## src/rtl/alu_serial_sequencer.sv

```systemverilog
// Bit-serial ALU sequencer: one shared 1-bit slice, LSB first, WIDTH cycles per op.
// Optional SLT opcode (111) enabled by defining ALU_SEQ_SLT_EN.
module alu_serial_sequencer #(
    parameter int WIDTH = 32
) (
    input  logic             clk,
    input  logic             rst_n,
    input  logic             in_valid,
    output logic             in_ready,
    input  logic [WIDTH-1:0] in_a,
    input  logic [WIDTH-1:0] in_b,
    input  logic [2:0]       in_op,
    output logic             out_valid,
    input  logic             out_ready,
    output logic [WIDTH-1:0] out_result,
    output logic             out_overflow,
    output logic             out_carry,
    output logic             out_zero,
    output logic             out_err
);

    localparam int CW = (WIDTH > 1) ? $clog2(WIDTH) : 1;
    localparam logic [CW-1:0] LAST = CW'(WIDTH - 1);

    localparam logic [2:0] OP_AND = 3'b000;
    localparam logic [2:0] OP_OR  = 3'b001;
    localparam logic [2:0] OP_ADD = 3'b010;
    localparam logic [2:0] OP_SUB = 3'b110;
    localparam logic [2:0] OP_SLT = 3'b111;

`ifdef ALU_SEQ_SLT_EN
    localparam logic SLT_EN = 1'b1;
`else
    localparam logic SLT_EN = 1'b0;
`endif

    typedef enum logic [1:0] {
        IDLE,
        RUN,
        DONE
    } state_t;

    state_t state_q;
    state_t state_d;

    logic [WIDTH-1:0] a_q;
    logic [WIDTH-1:0] b_q;
    logic [2:0]       op_q;
    logic [CW-1:0]    cnt_q;
    logic             carry_q;
    logic [WIDTH-1:0] acc_q;

    logic last;
    assign last = (cnt_q == LAST);

    always_ff @(posedge clk or negedge rst_n) begin
        if (!rst_n) begin
            state_q <= IDLE;
        end else begin
            state_q <= state_d;
        end
    end

    always_comb begin
        state_d   = state_q;
        in_ready  = 1'b0;
        out_valid = 1'b0;
        unique case (state_q)
            IDLE: begin
                in_ready = 1'b1;
                if (in_valid) state_d = RUN;
            end
            RUN: begin
                if (last) state_d = DONE;
            end
            DONE: begin
                out_valid = 1'b1;
                if (out_ready) state_d = IDLE;
            end
            default: state_d = IDLE;
        endcase
    end

    logic is_and;
    logic is_or;
    logic is_add;
    logic is_sub;
    logic is_slt;

    always_comb begin
        is_and = 1'b0;
        is_or  = 1'b0;
        is_add = 1'b0;
        is_sub = 1'b0;
        is_slt = 1'b0;
        case (op_q)
            OP_AND:  is_and = 1'b1;
            OP_OR:   is_or  = 1'b1;
            OP_ADD:  is_add = 1'b1;
            OP_SUB:  is_sub = 1'b1;
            OP_SLT: begin
                is_sub = SLT_EN;
                is_slt = SLT_EN;
            end
            default: ;
        endcase
    end

    logic a_bit;
    logic b_raw;
    logic b_bit;
    logic r_bit;
    logic cout;

    assign a_bit = a_q[cnt_q];
    assign b_raw = b_q[cnt_q];
    // Subtraction is a + ~b + 1: the +1 comes from the preset carry.
    assign b_bit = b_raw ^ is_sub;
    assign cout  = (a_bit & b_bit) | (carry_q & (a_bit ^ b_bit));

    always_comb begin
        r_bit = 1'b0;
        unique case (1'b1)
            is_and:          r_bit = a_bit & b_bit;
            is_or:           r_bit = a_bit | b_bit;
            is_add | is_sub: r_bit = a_bit ^ b_bit ^ carry_q;
            default:         r_bit = 1'b0;
        endcase
    end

    logic [WIDTH-1:0] res_full;
    logic             ovf_add;
    logic             ovf_sub;
    logic [WIDTH-1:0] fin_res;
    logic             fin_ovf;
    logic             fin_cy;
    logic             fin_err;

    assign res_full = {r_bit, acc_q[WIDTH-1:1]};
    assign ovf_add  = (a_bit == b_raw) && (r_bit != a_bit);
    assign ovf_sub  = (a_bit != b_raw) && (r_bit != a_bit);

    always_comb begin
        fin_res = '0;
        fin_ovf = 1'b0;
        fin_cy  = 1'b0;
        fin_err = 1'b0;
        unique case (1'b1)
            is_slt: begin
                // Signed less-than: sign of the difference corrected by overflow.
                fin_res = {{(WIDTH-1){1'b0}}, r_bit ^ ovf_sub};
            end
            is_add: begin
                fin_res = res_full;
                fin_ovf = ovf_add;
                fin_cy  = cout;
            end
            is_sub: begin
                fin_res = res_full;
                fin_ovf = ovf_sub;
                fin_cy  = cout;
            end
            is_and | is_or: begin
                fin_res = res_full;
            end
            default: begin
                fin_err = 1'b1;
            end
        endcase
    end

    always_ff @(posedge clk or negedge rst_n) begin
        if (!rst_n) begin
            a_q          <= '0;
            b_q          <= '0;
            op_q         <= '0;
            cnt_q        <= '0;
            carry_q      <= 1'b0;
            acc_q        <= '0;
            out_result   <= '0;
            out_overflow <= 1'b0;
            out_carry    <= 1'b0;
            out_zero     <= 1'b0;
            out_err      <= 1'b0;
        end else begin
            unique case (state_q)
                IDLE: begin
                    if (in_valid) begin
                        a_q     <= in_a;
                        b_q     <= in_b;
                        op_q    <= in_op;
                        cnt_q   <= '0;
                        carry_q <= (in_op == OP_SUB) || (in_op == OP_SLT);
                        acc_q   <= '0;
                    end
                end
                RUN: begin
                    acc_q   <= res_full;
                    carry_q <= cout;
                    cnt_q   <= cnt_q + CW'(1);
                    if (last) begin
                        out_result   <= fin_res;
                        out_overflow <= fin_ovf;
                        out_carry    <= fin_cy;
                        out_zero     <= (fin_res == '0);
                        out_err      <= fin_err;
                    end
                end
                DONE: ;
                default: ;
            endcase
        end
    end

endmodule

```

## config.mk

```make
export PLATFORM = sky130hd
export DESIGN_NAME = alu_serial_sequencer
export DESIGN_NICKNAME = d
export VERILOG_FILES = /design/src/rtl/alu_serial_sequencer.sv
export SDC_FILE = /design/constraint.sdc
export NUM_CORES = 1
export LEC_CHECK = 0
export CORE_ASPECT_RATIO = 1.75
export CORE_UTILIZATION = 35
export CTS_CLUSTER_DIAMETER = 120
export CTS_CLUSTER_SIZE = 16
export DETAILED_ROUTE_END_ITERATION = 8
export PLACE_DENSITY = 0.59
export SLEW_MARGIN = 10
export SYNTH_ARGS = -nofsm -noshare
export SYNTH_HDL_FRONTEND = slang
export SYNTH_SLANG_ARGS = --single-unit
```

## constraint.sdc

```tcl
create_clock -name clk -period 3.9 [get_ports clk]
set_clock_uncertainty 0.2 [all_clocks]
set_input_delay 0.585 -clock clk [delete_from_list [all_inputs] [get_ports clk]]
set_output_delay 0.585 -clock clk [all_outputs]
set_load 0.01 [all_outputs]
```

== After elaboration in Yosys (flattened, before gate mapping) ==
Index checks and enable logic that the tools add are counted.

* Register bits after elaboration: 143
* Latch bits: 0
* Memory bits (writable): 0
* ROM bits: 0
* Input bits: 71
* Output and inout port bits: 38
* Logic and storage cells: 75
* Memories: 0

* $add $sub $neg: 1
* $mul: 0
* Div/mod/pow operators: 0
* Magnitude comparators: 1
* Equality and inequality tests: 14
* Shifts and indexed selects: 0
* Muxes and demuxes: 25
* Bitwise gates (word level): 9
* Reductions and logical operators: 13

{| class="wikitable"
|+ Operator list
! kind !! count
|-
| 32-bit two-way mux || 2
|-
| 32-bit one-hot mux with 2 select lines || 1
|-
| 32-bit logical NOT || 1
|-
| 1-bit two-way mux || 11
|-
| 1-bit binary-select mux with 5-bit select || 2
|-
| 5-bit one-hot mux with 2 select lines || 1
|-
| 3-bit equality test, second input constant || 3
|-
| 5-bit by 6-bit < comparator with 1-bit output, second input constant || 1
|-
| 2-bit two-way mux || 3
|-
| 2-bit inequality test, second input constant || 3
|-
| 2-bit one-hot mux with 3 select lines || 1
|-
| 2-bit AND reduction || 3
|-
| 5-bit by 1-bit adder with 5-bit output, second input constant || 1
|-
| 5-bit equality test, second input constant || 1
|-
| 5-bit two-way mux || 1
|-
| 1-bit OR || 4
|-
| 1-bit one-hot mux with 2 select lines || 2
|-
| 3-bit by 1-bit equality test with 1-bit output, second input constant || 1
|-
| 3-bit by 2-bit equality test with 1-bit output, second input constant || 1
|-
| 3-bit logical NOT || 1
|-
| 1-bit one-hot mux with 3 select lines || 1
|-
| 3-bit AND reduction || 1
|-
| 3-bit OR reduction || 1
|-
| 1-bit bitwise XOR || 3
|-
| other kinds (10) || 13
|}

== Logic depth before layout (Yosys ltp) ==
Gate-level depths: netlist (run 1).

* Word-level depth: 9
* Gate-level depth with buffers: 15
* Depth with buffers taken out: 13

== Worst setup path before layout (run 1) ==
Ideal clock, no wire load.

* Path type: register -> register
* Start: register cnt_q[1]
* End: register out_overflow
* Setup time: 129 ps
* Arrival: 2434 ps
* Data required time: 3571 ps
* Slack: 1138 ps
* Cell stages (with the launch flop): 14
* Buffers on the path: 2
* Path through: dfrtp_1 buf_6 buf_12 mux2i_1 a22oi_1 nand3_1 nand2_1 nor3_2 xnor2_2 fa_1 o32a_1 and2_0 mux2i_1 o31ai_2

* Word-level cells in the longest chain between the ends: 9
* Elaborated cells on any way between the ends: 18

{| class="wikitable"
|+ Ends and longest elaborated chain
! element !! line !! text
|-
| from (decl) || 49 || <nowiki>logic [CW-1:0] cnt_q;</nowiki>
|-
| from (signal assigned) || 200 || <nowiki>cnt_q <= cnt_q + CW'(1);</nowiki>
|-
| 1-bit binary-select mux with 5-bit select || 116 || <nowiki>assign b_raw = b_q[cnt_q];</nowiki>
|-
| 1-bit two-way mux (not written as such) || 116 ||
|-
| 1-bit bitwise XOR || 118 || <nowiki>assign b_bit = b_raw ^ is_sub;</nowiki>
|-
| 1-bit bitwise XOR (2 in series) || 126 || <nowiki>is_add | is_sub: r_bit = a_bit ^ b_bit ^ carry_q;</nowiki>
|-
| 1-bit one-hot mux with 3 select lines || 123 || <nowiki>unique case (1'b1)</nowiki>
|-
| 1-bit inequality test || 140, 141 ||
|-
| 1-bit logical AND, on equally long branches || 141, 140 ||
|-
| 1-bit one-hot mux with 2 select lines || 148 || <nowiki>unique case (1'b1)</nowiki>
|-
| to (signal assigned) || 203 || <nowiki>out_overflow <= fin_ovf;</nowiki>
|-
| to (decl) || 16 || <nowiki>output logic out_overflow,</nowiki>
|}

Parallel ways exist; a longest one is shown, timed or not. The select of a mux whose other input is x is not followed.
A chain may end at the register's enable or synchronous reset.

== Worst setup path after layout (run 1) ==
* Start: register cnt_q[0]
* End: register out_overflow

Same word-level chain as after synthesis.

==> results of run 1 <==
==> area by class of cell <==
type,instances,area [um2]
clock buffer,21,480
tap,227,284
inverter,5,18.8
multi-input combinational,460,2400
clock inverter,11,129
timing repair buffer,119,1180
fill,1636,9060
sequential,142,3550
==> layer usage <==
metal / share of wire / track usage / up-vias
met5: 0 / 0 / -
li1: - / - / 2351
met4: 0.025 / 0.0732 / 0
met2: 0.55 / 0.309 / 108
met1: 0.39 / 0.191 / 2242
met3: 0.032 / 0.0347 / 26
==> worst paths after layout <==
kind                       startpoint              to  cells past startpoint
setup / recovery             cnt_q[0]    out_overflow                     12
hold / removal                  rst_n         b_q[18]                      1
setup reg to reg             cnt_q[0]    out_overflow                     12
hold reg to reg               b_q[16]         b_q[16]                      2
max in group asynchronous       rst_n  out_result[21]                      2
min in group clk              b_q[16]         b_q[16]                      2
==> registers in the layout, indices dropped and copies added, names as in the netlist <==
| signal | flops |
|---|---|
| cnt_q | 5 |
| out_carry | 1 |
| a_q | 32 |
| out_err | 1 |
| out_zero | 1 |
| acc_q | 31 |
| b_q | 32 |
| op_q | 3 |
| state_q | 2 |
| out_result | 32 |
| out_overflow | 1 |
| carry_q | 1 |
==> kinds of logic after synthesis <==
kind of cell / after synthesis / synth area share
buf+inv: 47 / 0.0373
compound gates: 97 / 0.106
mux: 37 / 0.0602
flops: 142 / 0.576
fa+ha+maj: 5 / 0.0114
simple gates: 320 / 0.207
xor+xnor: 1 / 0.00264
==> metrics by stage <==
step | instance area (um2) | total power, uW
final | 8040 | 6220
after global routing | 8040 | 6640
after CTS | 8040 | 6280
after detailed placement | 7430 | 4610
after global placement | 7430 | 4530
after floorplan | 6170 | 3890
==> power groups by stage <==
| stage | Sequential [uW] | Combinational [uW] | Clock [uW] |
|---|---|---|---|
| finish | 2500 | 2060 | 1660 |
| global route | 2580 | 2330 | 1740 |
| CTS | 2510 | 2090 | 1680 |
| detailed placement | 2540 | 2080 | 0 |
| global placement | 2520 | 2000 | 0 |
| floorplan | 2390 | 1500 | 0 |
==> cells in the final DEF, fill, tap and decap left out, drive strengths merged, types with 3 or more instances in the layout <==
cell type      instances
a21oi                  8
clkinvlp               5
nand2b                 3
ha                     4
nand3                  5
mux2i                 36
a22o                  31
nand2                283
nor2                   8
clkbuf                21
clkdlybuf4s50        107
and2                   3
inv                    8
nor4                   7
nor2b                  3
o21ai                 41
a22oi                 12
buf                   12
dfrtp                142
==> key figures, run 1 <==
STA
  • Relative slew slack: 0.369
  • Final setup viols: 0
  • RSZ-0062 raised after global routing: no
  • Final hold violation count: 0
  • Worst setup margin: 0.577 ns
  • Final period util: 0.852
  • WHS: 0.0571 ns
  • Slew Limit Fails: 0
  • FMAX: 0.301 GHz
  • Setup TNS: 0 ns
  • Actual slew at the worst max-slew pin: 0.946 ns
  • Min Tclk post-route: 3.32 ns

Setup path
  • WP data required: 4.02 ns
  • CP Max Fanout: 8
  • Flop-to-flop setup slack: 0.58 ns
  • CP bufs+invs: 1
  • Largest stage delay on the critical path: 0.54 ns
  • Slowest stage cell, crit path: nor2b_1
  • Cell Chain, Critical Path: nor2b_1, a22oi_1, a21oi_1, a21oi_1, mux2i_1, inv_1, ha_1, mux2i_1, o32a_1, and2_0, mux2i_1, o31ai_2
  • Crit path top cell by count: mux2i_1
  • CP Launch Type: flop
  • Crit end category: flop
  • CP top delay family: compound AO/OA/AOI/OAI gates
  • Critical path class: reg2reg
  • Crit path DAT: 3.44 ns

Routing
  • Routed WL: 14600 um
  • DRT iter0 DRCs: 129
  • Final ANT Viol Nets: 0
  • Routed wire per std cell: 14.8 um
  • Pre-antenna DRT Iters: 4
  • Remaining DRCs: 0
  • DR vias/cell: 4.80
  • Total number of vias: 4727

Die
  • Starting density of the core: 0.361
  • Chip height: 178 um
  • Core ar.: 0.0171 mm2
  • DIE AREA: 0.0182 mm2
  • Cell Rows: 63
  • Chip Width: 102 um
  • # IOs: 109

GRT
  • Vias in the first global route: 4849
  • GR Util All Layers: 0.171
  • Largest net degree at the start of global routing: 105
  • Initial antenna violation count: 0
  • First-pass GRT wire length: 23800 um
  • GRT Residual Overflow: 0

Clocking
  • Worst-Skew Late Latency: 0.42 ns
  • CTS tree: yes
  • Deepest clock path buffer count: 2
  • H-tree Lvls: 4
  • Clk sinks: 142
  • Hold-fix buffers, CTS: 0
  • CTS root buffer: clkbuf_16
  • Setup Fix Bufs, Post-CTS: 0
  • Post-cts repair resize count: 0
  • Clock slew at reported path FFs: 0.06 ns
  • CTS buffer count: 17

Pwr
  • Switching share of power: 0.356
  • Worst vdd ir: 0.000331 V
  • Flop pwr share: 0.403
  • Comb pwr share: 0.331
  • Int Power: 4000 uW
  • Net Sw Power: 2210 uW
  • P_leak: 0.00381 uW
  • Pwr/cell area: 773 mW/mm2
  • Clock power share: 0.266

Synthesis
  • Synth area leader: dfrtp_1
  • Post-synth EDFFs: 0
  • Synth Instances: 649
  • Count leader, synth: nand2_1
  • Post-synthesis cell area: 0.00617 mm2
  • Asr flop ratio synth: 1.00
  • Top cells by count, synth: nand2_1, dfrtp_1, o21ai_0
  • Sequential-to-total area share from yosys stat: 0.576
  • Yosys reg bits: 142
  • Top cell type's share of synthesized area: 0.576
  • Avg Cell Area, Syn: 9.51 um2
  • Top cells by area, synth: dfrtp_1, nand2_1, mux2i_1
  • Yosys Warn Count: 0
  • Synth cell types: 37
  • Syn Nets: 725
  • Most used DFF post-synth: dfrtp_1

Hold path
  • Hold WC Path Type: in2async

Placement
  • Cells after DPL: 953
  • Hpwl dp: 10300 um
  • Buffers on Ports: 108
  • GP Congestion: 0.805
  • Pre-CTS WS: 0.606 ns

Finish
  • Diode count: 0
  • Post-Layout Cell Count: 985
  • Nets: 821
  • Share of post-route cells with drive strength above 1: 0.0712
  • Final Util: 0.470
  • Area growth syn-to-layout: 30.3%

Flow run
  • Max cap viols: 0

Run status
  • Status: completed
Power figures use the tool's default switching activity.
==> run 2: changes to the inputs <==
--- a/config.mk
+++ b/config.mk
@@ -5,12 +5,14 @@
 export SDC_FILE = /design/constraint.sdc
 export NUM_CORES = 1
 export LEC_CHECK = 0
+export CELL_PAD_IN_SITES_DETAIL_PLACEMENT = 1
+export CELL_PAD_IN_SITES_GLOBAL_PLACEMENT = 1
 export CORE_ASPECT_RATIO = 1.75
 export CORE_UTILIZATION = 35
 export CTS_CLUSTER_DIAMETER = 120
 export CTS_CLUSTER_SIZE = 16
 export DETAILED_ROUTE_END_ITERATION = 8
-export PLACE_DENSITY = 0.59
+export PLACE_DENSITY = 0.73
 export SLEW_MARGIN = 10
 export SYNTH_ARGS = -nofsm -noshare
 export SYNTH_HDL_FRONTEND = slang
==> key figures, run 2 (synthesis gave the netlist of run 1 again) <==
Finish
  • Share of post-route cells with drive strength above 1: 0.0650
  • Commonest non-fill, non-tap cell in the layout: nand2_1
  • Nets: 820
  • Diode count: 0
  • Most frequent cells in the layout: nand2_1, dfrtp_1, clkdlybuf4s50_1
  • Area growth syn-to-layout: 31.3%
  • Top Registers: a_q: 32 flops, b_q: 32 flops, out_result: 32 flops

Clocking
  • Deepest clock path buffer count: 2
  • CTS tree: yes
  • CTS root buffer: clkbuf_16
  • Clock slew at reported path FFs: 0.06 ns
  • Clk sinks: 142
  • Post-cts repair resize count: 0
  • H-tree Lvls: 4
  • Worst-Skew Late Latency: 0.42 ns
  • CTS buffer count: 17

Flow run
  • Max cap viols: 0

GRT
  • Initial antenna violation count: 0
  • Largest net degree at the start of global routing: 76
  • Vias in the first global route: 5343
  • GR Util All Layers: 0.189
  • GRT Residual Overflow: 0
  • First-pass GRT wire length: 26300 um

Setup path
  • CP Launch Type: flop
  • Crit end category: flop
  • WP data required: 3.99 ns
  • Crit path DAT: 3.45 ns
  • CP Max Fanout: 23
  • Worst flop-to-flop path startpoint: cnt_q[1]
  • Crit path launch: cnt_q[1]
  • Critical path class: reg2reg

STA
  • Final period util: 0.862
  • Relative slew slack: 0.580
  • RSZ-0062 raised after global routing: no
  • Actual slew at the worst max-slew pin: 0.630 ns
  • FMAX: 0.297 GHz
  • Slew Limit Fails: 0
  • Final hold violation count: 0
  • Setup TNS: 0 ns
  • Min Tclk post-route: 3.36 ns
  • Final setup viols: 0
  • WHS: 0.274 ns

Pwr
  • Pwr/cell area: 800 mW/mm2
  • P_leak: 0.00384 uW
  • Worst vdd ir: 0.000326 V
  • Clock power share: 0.284
  • Net Sw Power: 2260 uW
  • Int Power: 4220 uW
  • Flop pwr share: 0.393
  • Switching share of power: 0.349
  • Comb pwr share: 0.323

Routing
  • DRT iter0 DRCs: 142
  • Routed wire per std cell: 16.2 um
  • DR vias/cell: 5.01
  • Routed WL: 15900 um
  • Final ANT Viol Nets: 0
  • Pre-antenna DRT Iters: 4
  • Total number of vias: 4915
  • Remaining DRCs: 0

Die
  • DIE AREA: 0.0182 mm2
  • Core ar.: 0.0171 mm2
  • Chip height: 178 um
  • Chip Width: 102 um
  • Starting density of the core: 0.361
  • # IOs: 109
  • Cell Rows: 63

Hold path
  • Hold WC Path Type: reg2reg
  • Worst Hold Launch: b_q[4]

Placement
  • GP Congestion: 0.790
  • Buffers on Ports: 108
  • Hpwl dp: 11400 um

Run status
  • Status: completed
## run 2: metrics by stage
stage / util / power, uW / instance area [um2] / setup slack, ns / std cells
floorplan: - / 3890 / 6170 / 1.14 / 649
global placement: 0.434 / 4530 / 7430 / 0.726 / 951
detailed placement: 0.434 / 4690 / 7430 / 0.553 / 951
CTS: 0.474 / 6560 / 8110 / 0.534 / 981
global route: 0.474 / 6900 / 8110 / 0.371 / 981
finish: 0.474 / 6480 / 8110 / 0.537 / 981
## run 2: power groups by stage
stage	Combinational [uW]	Clock [uW]	Sequential, uW
floorplan	1500	0	2390
global placement	1960	0	2570
detailed placement	2110	0	2580
CTS	2140	1870	2560
global route	2350	1920	2620
finish	2090	1840	2550
## run 2: worst paths after layout
| check | end | slack (ns) | cells past startpoint |
|---|---|---|---|
| max reg2reg | out_overflow | 0.54 | 11 |
| max | out_overflow | 0.54 | 11 |
| min | b_q[4] | 0.27 | 2 |
| max in group asynchronous | out_result[23] | 2.17 | 3 |
| min reg2reg | b_q[4] | 0.27 | 2 |
| min in group asynchronous | b_q[16] | 0.52 | 2 |
## run 2: layer usage
metal / vias up / share of wire / track usage
met4: 0 / 0.026 / 0.0786
li1: 2337 / - / -
met1: 2448 / 0.39 / 0.209
met3: 31 / 0.028 / 0.0347
met5: - / 0 / 0
met2: 99 / 0.56 / 0.347
## run 2: what timing repair did
item	4_1_cts	5_1_grt
hold endpoints to repair	17	0
hold buffers	1	0
buffers inserted	0	0
## run 2: area by class of cell
cell class | count | area [um2]
clock buffers | 19 | 453
clock inverters | 10 | 213
fillers | 1936 | 9000
inverters | 5 | 18.8
multi-input cells | 460 | 2400
flip-flops and latches | 142 | 3550
well taps | 227 | 284
repair buffers | 118 | 1180
## run 2: critical path, cell delays in order (launching register included)
cell	delay [ns]
dfrtp_2	0.61
buf_12	0.25
mux2i_1	0.26
a22oi_1	0.12
a21oi_1	0.19
a21oi_1	0.06
mux2i_1	0.35
fa_1	0.50
o32a_1	0.24
and2_0	0.20
mux2i_1	0.18
o31ai_2	0.07
